==> src/rtl/pwm_duty_ramp_if.sv <==
`default_nettype none
// +------------------------------------------------------------------+
// | pwm_duty_ramp_if : target handshake and duty/status for the ramp  |
// | Rev 1.0                                                           |
// +------------------------------------------------------------------+
interface pwm_duty_ramp_if #(
   parameter int PWM_RESOLUTION_c = 10
);
   logic [PWM_RESOLUTION_c-1:0] TARGET_i;
   logic                        TARGET_VALID_i;
   logic                        TARGET_READY_o;
   logic [PWM_RESOLUTION_c-1:0] DUTY_o;
   logic                        BUSY_o;
   logic                        DONE_o;

   modport master (
      output TARGET_i,
      output TARGET_VALID_i,
      input  TARGET_READY_o,
      input  DUTY_o,
      input  BUSY_o,
      input  DONE_o
   );

   modport slave (
      input  TARGET_i,
      input  TARGET_VALID_i,
      output TARGET_READY_o,
      output DUTY_o,
      output BUSY_o,
      output DONE_o
   );
endinterface
`default_nettype wire

==> src/rtl/pwm_duty_ramp.sv <==
`default_nettype none
// +------------------------------------------------------------------+
// | pwm_duty_ramp : slew-rate limited duty output toward a target     |
// | Option macro PWM_DUTY_RAMP_RETARGET_EN enables mid-ramp retarget. |
// | Rev 1.0                                                           |
// +------------------------------------------------------------------+
module pwm_duty_ramp #(
   parameter int CLK_FREQ_c       = 100_000_000,
   parameter int STEP_FREQ_c      = 1_000,
   parameter int PWM_RESOLUTION_c = 10,
   parameter int STEP_SIZE_c      = 1
) (
   input  wire  CLK_i,
   input  wire  RESET_i,
   input  wire  EN_i,
   pwm_duty_ramp_if.slave bus
);

   localparam int STEP_LIMIT_RAW = (CLK_FREQ_c + (STEP_FREQ_c / 2)) / STEP_FREQ_c;
   localparam int STEP_LIMIT     = (STEP_LIMIT_RAW < 1) ? 1 : STEP_LIMIT_RAW;
   localparam int CNT_W          = (STEP_LIMIT > 1) ? $clog2(STEP_LIMIT) : 1;
   localparam int W              = PWM_RESOLUTION_c;

   localparam logic [CNT_W-1:0] CNT_LAST = CNT_W'(STEP_LIMIT - 1);
   localparam logic [CNT_W-1:0] CNT_ONE  = CNT_W'(1);
   localparam logic [W:0]       STEP_EXT = (W+1)'(STEP_SIZE_c);
   localparam logic [W-1:0]     STEP_VAL = W'(STEP_SIZE_c);

   typedef enum logic [1:0] {
      ST_IDLE = 2'd0,
      ST_UP   = 2'd1,
      ST_DOWN = 2'd2
   } state_t;

   state_t           state_q, state_d;
   logic [CNT_W-1:0] cnt_q, cnt_d;
   logic [W-1:0]     target_q, target_d;
   logic [W-1:0]     duty_q, duty_d;
   logic             ready_q, ready_d;
   logic             busy_q, busy_d;
   logic             done_q, done_d;

   logic             tick;
   logic             accept;
   logic [W:0]       diff_up;
   logic [W:0]       diff_dn;

   assign tick    = (cnt_q == CNT_LAST);
   assign accept  = bus.TARGET_VALID_i & ready_q;
   assign diff_up = {1'b0, target_q} - {1'b0, duty_q};
   assign diff_dn = {1'b0, duty_q} - {1'b0, target_q};

   always_comb begin
      state_d  = state_q;
      cnt_d    = tick ? '0 : (cnt_q + CNT_ONE);
      target_d = target_q;
      duty_d   = duty_q;
      done_d   = 1'b0;

      // An accept coinciding with a tick takes that edge; the step resumes on the next tick.
      if (accept) begin
         target_d = bus.TARGET_i;
`ifdef PWM_DUTY_RAMP_RETARGET_EN
         if (state_q == ST_IDLE) begin
            cnt_d = '0;
         end
`else
         cnt_d = '0;
`endif
         if (bus.TARGET_i > duty_q) begin
            state_d = ST_UP;
         end else if (bus.TARGET_i < duty_q) begin
            state_d = ST_DOWN;
         end else begin
            state_d = ST_IDLE;
            done_d  = 1'b1;
         end
      end else if (tick) begin
         case (state_q)
            ST_UP: begin
               if (diff_up <= STEP_EXT) begin
                  duty_d  = target_q;
                  state_d = ST_IDLE;
                  done_d  = 1'b1;
               end else begin
                  duty_d = duty_q + STEP_VAL;
               end
            end
            ST_DOWN: begin
               if (diff_dn <= STEP_EXT) begin
                  duty_d  = target_q;
                  state_d = ST_IDLE;
                  done_d  = 1'b1;
               end else begin
                  duty_d = duty_q - STEP_VAL;
               end
            end
            default: begin
               state_d = ST_IDLE;
            end
         endcase
      end

      busy_d = (state_d != ST_IDLE);
`ifdef PWM_DUTY_RAMP_RETARGET_EN
      ready_d = 1'b1;
`else
      ready_d = (state_d == ST_IDLE);
`endif

      if (!EN_i) begin
         state_d  = ST_IDLE;
         cnt_d    = '0;
         target_d = '0;
         duty_d   = '0;
         done_d   = 1'b0;
         busy_d   = 1'b0;
         ready_d  = 1'b0;
      end
   end

   always_ff @(posedge CLK_i) begin
      if (RESET_i) begin
         state_q  <= ST_IDLE;
         cnt_q    <= '0;
         target_q <= '0;
         duty_q   <= '0;
         busy_q   <= 1'b0;
         done_q   <= 1'b0;
         ready_q  <= EN_i;
      end else begin
         state_q  <= state_d;
         cnt_q    <= cnt_d;
         target_q <= target_d;
         duty_q   <= duty_d;
         busy_q   <= busy_d;
         done_q   <= done_d;
         ready_q  <= ready_d;
      end
   end

   assign bus.TARGET_READY_o = ready_q;
   assign bus.DUTY_o         = duty_q;
   assign bus.BUSY_o         = busy_q;
   assign bus.DONE_o         = done_q;

endmodule
`default_nettype wire

==> src/flat_wrapper.sv <==
// flat-port wrapper written by rule: the top's interface ports become plain ports
module pwm_duty_ramp_flat 
#(
   parameter int CLK_FREQ_c       = 100_000_000,
   parameter int STEP_FREQ_c      = 1_000,
   parameter int PWM_RESOLUTION_c = 10,
   parameter int STEP_SIZE_c      = 1
)
  (CLK_i, RESET_i, EN_i, bus_TARGET_i, bus_TARGET_VALID_i, bus_TARGET_READY_o, bus_DUTY_o, bus_BUSY_o, bus_DONE_o);
  pwm_duty_ramp_if #(.PWM_RESOLUTION_c(PWM_RESOLUTION_c)) bus_i ();
  input  wire CLK_i;
  input  wire RESET_i;
  input  wire EN_i;
  input wire logic [$bits(bus_i.TARGET_i)-1:0] bus_TARGET_i;
  input wire logic [$bits(bus_i.TARGET_VALID_i)-1:0] bus_TARGET_VALID_i;
  output wire logic [$bits(bus_i.TARGET_READY_o)-1:0] bus_TARGET_READY_o;
  output wire logic [$bits(bus_i.DUTY_o)-1:0] bus_DUTY_o;
  output wire logic [$bits(bus_i.BUSY_o)-1:0] bus_BUSY_o;
  output wire logic [$bits(bus_i.DONE_o)-1:0] bus_DONE_o;
  assign bus_i.TARGET_i = bus_TARGET_i;
  assign bus_i.TARGET_VALID_i = bus_TARGET_VALID_i;
  assign bus_TARGET_READY_o = bus_i.TARGET_READY_o;
  assign bus_DUTY_o = bus_i.DUTY_o;
  assign bus_BUSY_o = bus_i.BUSY_o;
  assign bus_DONE_o = bus_i.DONE_o;
  pwm_duty_ramp #(.CLK_FREQ_c(CLK_FREQ_c), .STEP_FREQ_c(STEP_FREQ_c), .PWM_RESOLUTION_c(PWM_RESOLUTION_c), .STEP_SIZE_c(STEP_SIZE_c)) u_core (.CLK_i(CLK_i), .RESET_i(RESET_i), .EN_i(EN_i), .bus(bus_i));
endmodule
==> config.mk <==
export PLATFORM = sky130hd
export DESIGN_NAME = pwm_duty_ramp_flat
export DESIGN_NICKNAME = d
export VERILOG_FILES = /design/src/rtl/pwm_duty_ramp_if.sv /design/src/rtl/pwm_duty_ramp.sv /design/src/flat_wrapper.sv
export SDC_FILE = /design/constraint.sdc
export NUM_CORES = 1
export LEC_CHECK = 0
export ABC_CLOCK_PERIOD_IN_PS = 2700
export CAP_MARGIN = 40
export CORE_MARGIN = 2
export CORE_UTILIZATION = 34
export CTS_CLUSTER_SIZE = 25
export DETAILED_ROUTE_END_ITERATION = 8
export GPL_TIMING_DRIVEN = 0
export PLACE_DENSITY_LB_ADDON = 0.12
export SLEW_MARGIN = 20
export SYNTH_ARGS = -nofsm -noshare
export SYNTH_HDL_FRONTEND = slang
export SYNTH_SLANG_ARGS = --single-unit
==> constraint.sdc <==
create_clock -name CLK_i -period 2.7 [get_ports CLK_i]
set_clock_uncertainty 0.05 [all_clocks]
set_input_delay 0.27 -clock CLK_i [delete_from_list [all_inputs] [get_ports CLK_i]]
set_output_delay 0.27 -clock CLK_i [all_outputs]
set_load 0.03 [all_outputs]
* Yosys cells after proc, flatten, opt, wreduce, memory -nomap -nowiden
Index checks and enable logic that the tools add are counted.
** Word-level totals
- Bits in registers :: 42
- Bits of input ports :: 14
- Output and inout bits :: 13
- Logic and storage cells :: 47
** Operators by class
- Add/subtract/negate cells :: 5
- Order comparisons :: 4
- Equality and inequality tests :: 3
- Mux-type cells :: 19
- Bitwise logic cells :: 3
- Reductions and logical operators :: 6
** Operators by type and width (count)
- $le 11x1->1 const B :: 2
- $sub 10x10->11 :: 2
- $mux 10 :: 2
- $pmux 10 s2 :: 1
- $add 17x1->17 const B :: 1
- $eq 17x17->1 const B :: 1
- $mux 2 :: 6
- $add 10x1->10 const B :: 1
- $gt 10x10->1 :: 1
- $lt 10x10->1 :: 1
- $sub 10x1->10 const B :: 1
- $mux 1 :: 8
- $pmux 2 s2 :: 1
- $reduce_bool 2->1 :: 2
- $reduce_or 4->1 :: 1
- $reduce_and 3->1 :: 1
- $eq 2x1->1 const B :: 1
- $eq 2x2->1 const B :: 1
- $logic_not 2->1 :: 1
- $not 1->1 :: 2
- $pmux 1 s2 :: 1
- $reduce_or 2->1 :: 1
- $and 1x1->1 :: 1

* Logic depth before layout (Yosys ltp)
Gate-level depths: netlist (run 1).
- Word-level depth :: 9
- Mapped depth :: 15
- Mapped depth without buffers :: 13

* Worst setup path after synthesis (run 1)
Ideal clock, no wire load.
- Path type :: flip-flop to flip-flop
- From :: register u_core.duty_q[3] (netlist: u_core.bus.DUTY_o[3])
- To :: register u_core.duty_q[6] (netlist: u_core.bus.DUTY_o[6])
- Setup time :: 127 ps
- Arrival time :: 2970 ps
- Required time :: 2523 ps
- Slack :: -447 ps
- Stages on the path, launching flop included :: 15
- Path buffers :: 3
- Clock period less this slack :: 3147 ps
- Path through :: dfxtp_1 -> clkbuf_1 -> inv_1 -> ha_1 -> buf_4 -> nand2_1 -> a211o_1 -> a21o_1 -> a2111oi_4 -> o2111ai_2 -> nor2_2 -> nor2b_1 -> buf_6 -> a221oi_2 -> a221oi_2
** On the way
- Word-level cells in the longest chain between the ends :: 4
- Elaborated cells between the ends (all ways) :: 9
- Classes of those cells :: add/sub: 4; order compare: 2; mux: 3
** RTL lines
- start: declaration :: line pwm_duty_ramp.sv:38 : logic [W-1:0] duty_q, duty_d;
- start signal: assignment :: line pwm_duty_ramp.sv:135 : duty_q <= duty_d;
- $sub 10x10->11 (on tied branches) :: line pwm_duty_ramp.sv:51, pwm_duty_ramp.sv:50
- $le 11x1->1 (on tied branches) :: line pwm_duty_ramp.sv:90, pwm_duty_ramp.sv:81
- $mux 10 (on tied branches) :: line pwm_duty_ramp.sv:90, pwm_duty_ramp.sv:81
- $pmux 10 s2 (*) :: line pwm_duty_ramp.sv:79 : case (state_q)
Mark *: on every way between the ends. The rest lies on a longest branch, timed or not.
A chain may end at the register's enable or synchronous reset.

* Final worst setup path (run 1)
- From :: register u_core.duty_q[0] (netlist: u_core.bus.DUTY_o[0])
- To :: register u_core.duty_q[0] (netlist: u_core.bus.DUTY_o[0])
Same word-level chain as after synthesis.

==> impl_metrics.env, run 1 <==
export IMPL_p_per_area_nw_per_um2=326
export IMPL_finalWeightedCongestion=0.884
export IMPL_min_from="u_core.cnt_q[0]$_SDFF_PP0_"
export IMPL_violations="setup timing"
export IMPL_switching_share_pct=29.3
export IMPL_yosysWarnings=0
export IMPL_wire_per_inst_um=15.6
export IMPL_drc_errors=0
export IMPL_start_kind="flip-flop"
export IMPL_postCtsHoldBufs=0
export IMPL_syn_to_final_growth_pct=38.2
export IMPL_clk_pin_slew_worst_paths_ns=0.08
export IMPL_die_w_um=106
export IMPL_syn_num_nets=496
export IMPL_synthFlopType="dfxtp_1"
export IMPL_yosys_area_share_xor_xnor_pct=5.74
export IMPL_cp_end_kind="flip-flop"
export IMPL_slew_headroom_pct=64.6
export IMPL_numPortBuffers=26
export IMPL_avgSynthCellArea_um2=7.88
export IMPL_slew_viol_final=0
export IMPL_clk_latency_ns=0.29
export IMPL_hold_viol=0
export IMPL_die_h_um=106
export IMPL_period_share_pct=110
export IMPL_nets=572
export IMPL_drt_pass1_iter_count=4
export IMPL_num_io_pins=27
export IMPL_grt_start_max_net_pins=14
export IMPL_start_util_pct=34.4
export IMPL_vias=3462
export IMPL_cts_tree="built"
export IMPL_grt_ovfl_total=0
export IMPL_async_reset_ff_share_pct=0
export IMPL_synth_edff_count=0
export IMPL_multi_input_comb_area_um2=2720
export IMPL_hold_path_class="flip-flop to flip-flop"
export IMPL_yosysUniqueCellTypes=69
export IMPL_synthCells=445
export IMPL_synth_compound_area_share_pct=24.3
export IMPL_p_seq_share_pct=39.6
export IMPL_layout_drive_gt1_share_pct=28.7
export IMPL_setup_tns_ns=-2.70
export IMPL_n_fill_cell=1005
export IMPL_core_area_um2=10200
export IMPL_max_freq_mhz=336
export IMPL_synth_area_leaders="dfxtp_1, ha_1, a21oi_1, nand2_1, inv_1"
export IMPL_path_max_fanout=5
export IMPL_synth_simple_area_share_pct=23.5
export IMPL_maxCapViolCount=0
export IMPL_clock_sinks=42
export IMPL_worstPathRequired_ns=2.86
export IMPL_power_frac_comb_pct=28.6
export IMPL_root_buffer="clkbuf_8"
export IMPL_grt_pass1_vias=3397
export IMPL_crit_start="u_core.bus.DUTY_o[0]$_SDFFE_PP0P_"
export IMPL_globalRouteTotalUtil_pct=18.8
export IMPL_r2r_start="u_core.bus.DUTY_o[0]$_SDFFE_PP0P_"
export IMPL_p_switching_uw=463
export IMPL_setup_viol=14
export IMPL_dieArea_um2=11100
export IMPL_post_synth_top_area_cell="dfxtp_1"
export IMPL_irDropWorstVdd_mv=0.273
export IMPL_criticalPathCategory="flip-flop to flip-flop"
export IMPL_synth_mux_area_share_pct=0.713
export IMPL_htree_levels=2
export IMPL_clkPwrFrac_pct=31.8
export IMPL_post_place_ws_ns=-0.494
export IMPL_worst_pin_slew_ns=0.529
export IMPL_worst_ep_arrival_time_ns=3.13
export IMPL_cts_buffers=5
export IMPL_outcome="complete, but fails checks"
export IMPL_grt_pass1_wl_um=16900
export IMPL_synth_top_family_by_area="compound AO/OA/AOI/OAI gates"
export IMPL_p_int_uw=1120
export IMPL_p_leak_uw=0.00179
export IMPL_synth_fa_ha_area_share_pct=13.6
export IMPL_synth_top_area_share_pct=24.0
export IMPL_fin_ws_ns=-0.273
export IMPL_viasPerCell=5.26
export IMPL_antenna_left=0
export IMPL_syn_area_um2=3510
export IMPL_regArea_um2=881
export IMPL_rsz0062_at_grt="yes"
export IMPL_routed_wl_um=10300
export IMPL_ys_seq_elements=42
export IMPL_antenna_found_initial=0
export IMPL_drtIter0Drc=166
export IMPL_rows=37
export IMPL_diodes=0
export IMPL_yosysSeqAreaShare_pct=24.0
export IMPL_period_minus_slack_ns=2.97
export IMPL_dpl_hpwl_um=7510
export IMPL_cts_max_path_buffers=2
[through the flow]
stage	std cells	power [µW]	hold WS, ns	cell area, µm²	util, %
5_1_grt	658	1660	0.477	4850	47.6
3_5_place_dp	607	945	0.407	4040	39.6
6_report	658	1580	0.422	4850	47.6
3_3_place_gp	607	942	0.398	4040	39.6
4_1_cts	647	1530	0.428	4620	45.4
2_1_floorplan	445	858	0.354	3610	-
[per-layer routing]
layer	part of all wire, %	GRT usage [%]	up-vias
met4	1.8	5.83	0
met3	5.0	3.53	14
met1	44	23.8	1619
met2	49	32.3	84
met5	0	0	-
li1	-	-	1745
[final timing paths]
path	endpoint	slack, ns	cells past startpoint
worst max-delay path	u_core.bus.DUTY_o[0]$_SDFFE_PP0P_	-0.27	12
worst max register to register	u_core.bus.DUTY_o[0]$_SDFFE_PP0P_	-0.27	12
worst min-delay path	u_core.cnt_q[0]$_SDFF_PP0_	0.42	1
worst min register to register	u_core.cnt_q[0]$_SDFF_PP0_	0.42	1
[flip-flops by register name, summed over array words and instances, names as in the netlist]
name                       cells
u_core.cnt_q                  17
u_core.bus.DUTY_o             10
u_core.target_q               10
u_core.state_q                 2
u_core.bus.BUSY_o              1
u_core.bus.DONE_o              1
u_core.bus.TARGET_READY_o      1
[cells in the mapped netlist, types with 2 or more instances]
library cell / count
nor3_1: 13
o32a_1: 2
or3_1: 5
and4_1: 2
nand2_1: 45
a211oi_1: 4
and2_1: 3
a31oi_1: 8
nand3_1: 21
xor2_1: 12
o211ai_1: 4
nor4_1: 3
xnor2_1: 11
nor2_2: 2
ha_1: 35
nand2b_1: 6
nand4_1: 12
o221ai_1: 3
o21ai_0: 10
a32oi_1: 2
buf_6: 4
nor2b_1: 3
a21o_1: 7
fa_1: 2
nor2_1: 38
a211oi_2: 2
and3_1: 4
o21a_1: 2
clkbuf_8: 3
clkbuf_1: 6
buf_4: 3
dfxtp_1: 42
a221oi_2: 5
inv_1: 38
a21oi_1: 37
o31ai_1: 2
a22oi_1: 3
o21ai_1: 3
buf_2: 3
o22ai_1: 6
[kinds of logic after synthesis]
group / count (synthesis)
AOI/OAI and AO/OA: 117
buffers and inverters: 57
adders and majority gates: 37
muxes: 2
xor gates and xnor gates: 23
DFF: 42
and+or+nand+nor: 167
[power by group through the flow]
stage	Sequential (µW)	Clock, µW	Combinational (µW)
after global routing	627	548	482
after global placement	642	0	300
final	626	503	452
after detailed placement	642	0	302
after floorplan	643	0	215
after CTS	627	527	381
[worst max-delay path, stage by stage, from the launching register on]
cell      delay, ns
dfxtp_4        0.39
inv_4          0.05
ha_4           0.16
fa_2           0.33
nand2b_4       0.16
a211oi_4       0.34
o21ai_1        0.10
a31oi_1        0.19
o31a_4         0.20
nor2_4         0.06
mux2_4         0.33
or3_1          0.36
a31oi_1        0.16
[final cells by class]
cell class	count	share of cell area (%)
tap	136	3.51
buffer	18	3.56
timing repair buffer	69	12.9
sequential	42	18.2
clock inverter	2	0.749
multi-input combinational	347	56.1
clock buffer	6	1.50
inverter	38	3.51
[cells in the final DEF (no fill, tap or decap), drive strengths merged, types with 5 or more instances in the layout]
| cell | n |
|---|---|
| a221oi | 5 |
| nor3 | 13 |
| a21o | 7 |
| xor2 | 12 |
| clkdlybuf4s50 | 26 |
| nor2 | 40 |
| o22ai | 6 |
| ha | 35 |
| nand3 | 22 |
| a211oi | 6 |
| inv | 37 |
| a31oi | 8 |
| o21ai | 14 |
| nand2b | 6 |
| clkbuf | 15 |
| or3 | 6 |
| nand4 | 13 |
| dfxtp | 42 |
| xnor2 | 11 |
| nand2 | 45 |
| a21oi | 38 |
| buf | 52 |
[what timing repair did]
action                                  in CTS  in global routing
setup buffers                               32                 11
resized for setup                           47                 33
cloned                                       1                  1
endpoints found under the setup margin      15                 15
hold endpoints to repair                     0                  0
pin swaps                                   39                 26
Note: power is estimated with default switching activity, not from simulation.
==> inputs of run 2 (changes only) <==
Settings changed: ABC_CLOCK_PERIOD_IN_PS 2700 to 2600, CORE_MARGIN 2 to not set.
Clock period 2.7 ns to 2.6 ns, I/O delays scaled along.
==> run 2 against run 1 <==
Compared with the run above: the flow still finishes with violations (setup timing); maximum frequency down 0.49%; non-clock buffer count is 14 lower; critical path depth fell by 1; worst setup slack got worse by 0.11 ns; sequential share of layout area up 0.63 points; sequential power grew 4.0%.
==> impl_metrics.env, run 2 (same netlist as run 1, synthesis figures left out) <==
export IMPL_outcome="complete, but fails checks"
export IMPL_violations="setup timing"
export IMPL_slowest_delay_ns=0.39
export IMPL_rows=36
export IMPL_wire_per_inst_um=16.0
export IMPL_criticalPathCategory="flip-flop to flip-flop"
export IMPL_core_area_um2=9910
export IMPL_grt_pass1_wl_um=16700
export IMPL_clk_pin_slew_worst_paths_ns=0.09
export IMPL_postCtsHoldBufs=0
export IMPL_globalRouteTotalUtil_pct=19.1
export IMPL_critPathBufInv=2
export IMPL_crit_start="u_core.bus.DUTY_o[8]$_SDFFE_PP0P_"
export IMPL_drt_pass1_iter_count=5
export IMPL_drc_errors=0
export IMPL_hold_viol=0
export IMPL_numPortBuffers=26
export IMPL_worstPathRequired_ns=2.77
export IMPL_max_freq_mhz=335
export IMPL_die_h_um=104
export IMPL_final_common_cell="nand2_1"
export IMPL_p_leak_uw=0.00171
export IMPL_viasPerCell=5.36
export IMPL_diodes=0
export IMPL_htree_levels=2
export IMPL_nets=558
export IMPL_grt_start_max_net_pins=14
export IMPL_period_minus_slack_ns=2.99
export IMPL_fin_hold_ws_ns=0.426
export IMPL_fin_ws_ns=-0.388
export IMPL_vias=3434
export IMPL_top_register="u_core.cnt_q"
export IMPL_die_w_um=104
export IMPL_antenna_left=0
export IMPL_rrSetupSlack_ns=-0.39
export IMPL_worst_ep_arrival_time_ns=3.16
export IMPL_cpMaxStageDelayCell="dfxtp_4"
export IMPL_finalWeightedCongestion=0.829
export IMPL_layout_drive_gt1_share_pct=25.6
export IMPL_path_max_fanout=10
export IMPL_layout_common_cells="nand2_1, nor2_1, a21oi_1"
export IMPL_rsz0062_at_grt="yes"
export IMPL_clock_sinks=42
export IMPL_worst_pin_slew_ns=0.583
export IMPL_largest_reg_flops=17
export IMPL_slew_headroom_pct=60.9
export IMPL_syn_to_final_growth_pct=33.2
export IMPL_hold_path_class="flip-flop to flip-flop"
export IMPL_ff2ff_path_depth=11
export IMPL_start_util_pct=35.4
export IMPL_critPathTopFamily="compound AO/OA/AOI/OAI gates"
export IMPL_irDropWorstVdd_mv=0.301
export IMPL_post_place_ws_ns=-0.624
export IMPL_dieArea_um2=10700
export IMPL_cts_max_path_buffers=2
export IMPL_num_io_pins=27
export IMPL_antenna_found_initial=0
export IMPL_grt_ovfl_total=0
export IMPL_cts_tree="built"
export IMPL_grt_pass1_vias=3371
export IMPL_slew_viol_final=0
export IMPL_cts_buffers=5
export IMPL_cp_endpoint="u_core.bus.DUTY_o[0]$_SDFFE_PP0P_"
export IMPL_drtIter0Drc=103
export IMPL_crit_chain="inv_1 > ha_1 > clkbuf_4 > nand2_1 > o21ai_0 > o21a_2 > o2111ai_4 > nor2_4 > mux2_4 > or3_1 > a31oi_1"
export IMPL_cp_end_kind="flip-flop"
export IMPL_r2r_start="u_core.bus.DUTY_o[8]$_SDFFE_PP0P_"
export IMPL_period_share_pct=115
export IMPL_setup_viol=15
export IMPL_maxCapViolCount=0
export IMPL_reg2reg_to="u_core.bus.DUTY_o[0]$_SDFFE_PP0P_"
export IMPL_start_kind="flip-flop"
export IMPL_cp_num_cells=11
export IMPL_clk_latency_ns=0.30
export IMPL_dpl_hpwl_um=7420
export IMPL_root_buffer="clkbuf_8"
export IMPL_routed_wl_um=10300
export IMPL_p_per_area_nw_per_um2=349
run 2: worst min-delay path by stage:
stage	startpoint	to	cells after the start
2_1_floorplan	bus_TARGET_i[3]	u_core.target_q[3]$_SDFFE_PP0P_	2
3_3_place_gp	u_core.cnt_q[0]$_SDFF_PP0_	u_core.cnt_q[0]$_SDFF_PP0_	1
3_5_place_dp	u_core.cnt_q[0]$_SDFF_PP0_	u_core.cnt_q[0]$_SDFF_PP0_	1
4_1_cts	u_core.cnt_q[0]$_SDFF_PP0_	u_core.cnt_q[0]$_SDFF_PP0_	1
5_1_grt	u_core.cnt_q[0]$_SDFF_PP0_	u_core.cnt_q[0]$_SDFF_PP0_	1
6_report	u_core.cnt_q[0]$_SDFF_PP0_	u_core.cnt_q[0]$_SDFF_PP0_	1
run 2: worst reg2reg max path, stage by stage (launching register included):
cell,delay [ns]
dfxtp_4,0.39
inv_1,0.12
ha_1,0.38
clkbuf_4,0.22
nand2_1,0.17
o21ai_0,0.15
o21a_2,0.25
o2111ai_4,0.28
nor2_4,0.10
mux2_4,0.32
or3_1,0.32
a31oi_1,0.16
run 2: area by class of cell:
class	count	area (µm²)
Clock buffer	6	72.6
Timing Repair Buffer	55	502
Clock inverter	2	36.3
Fill cell	996	5240
Sequential cell	42	878
Inverter	38	169
Multi-Input combinational cell	347	2680
Tap cell	133	166
Buffer	18	170
run 2: layer usage:
layer / GRT usage (%) / wire (µm) / vias up
li1: - / - / 1715
met1: 24.6 / 4760 / 1623
met3: 3.21 / 467 / 10
met2: 33.1 / 4970 / 86
met4: 4.45 / 84 / 0
met5: 0 / 0 / -
run 2: power breakdown:
group	leakage (µW)	switching, µW	internal [µW]	total, µW
registers	0.000348	9.68	641	651
clock network	0.0000557	250	288	538
logic	0.00131	229	215	444
run 2: timing repair:
action / 4_1_cts / 5_1_grt
endpoints found under the setup margin: 15 / 24
cloned: 2 / 0
pin swaps: 20 / 16
resized for setup: 30 / 33
setup buffers: 26 / 3
run 2: through the flow:
| step | cell area [µm²] | util [%] | TNS, ns | std cells | total power (µW) |
|---|---|---|---|---|---|
| floorplan | 3640 | - | -1.27 | 445 | 895 |
| global placement | 4070 | 41.0 | -7.18 | 604 | 983 |
| detailed placement | 4070 | 41.0 | -7.17 | 604 | 987 |
| CTS | 4540 | 45.8 | -4.79 | 639 | 1650 |
| global route | 4670 | 47.1 | -6.70 | 641 | 1700 |
| finish | 4670 | 47.1 | -4.17 | 641 | 1630 |
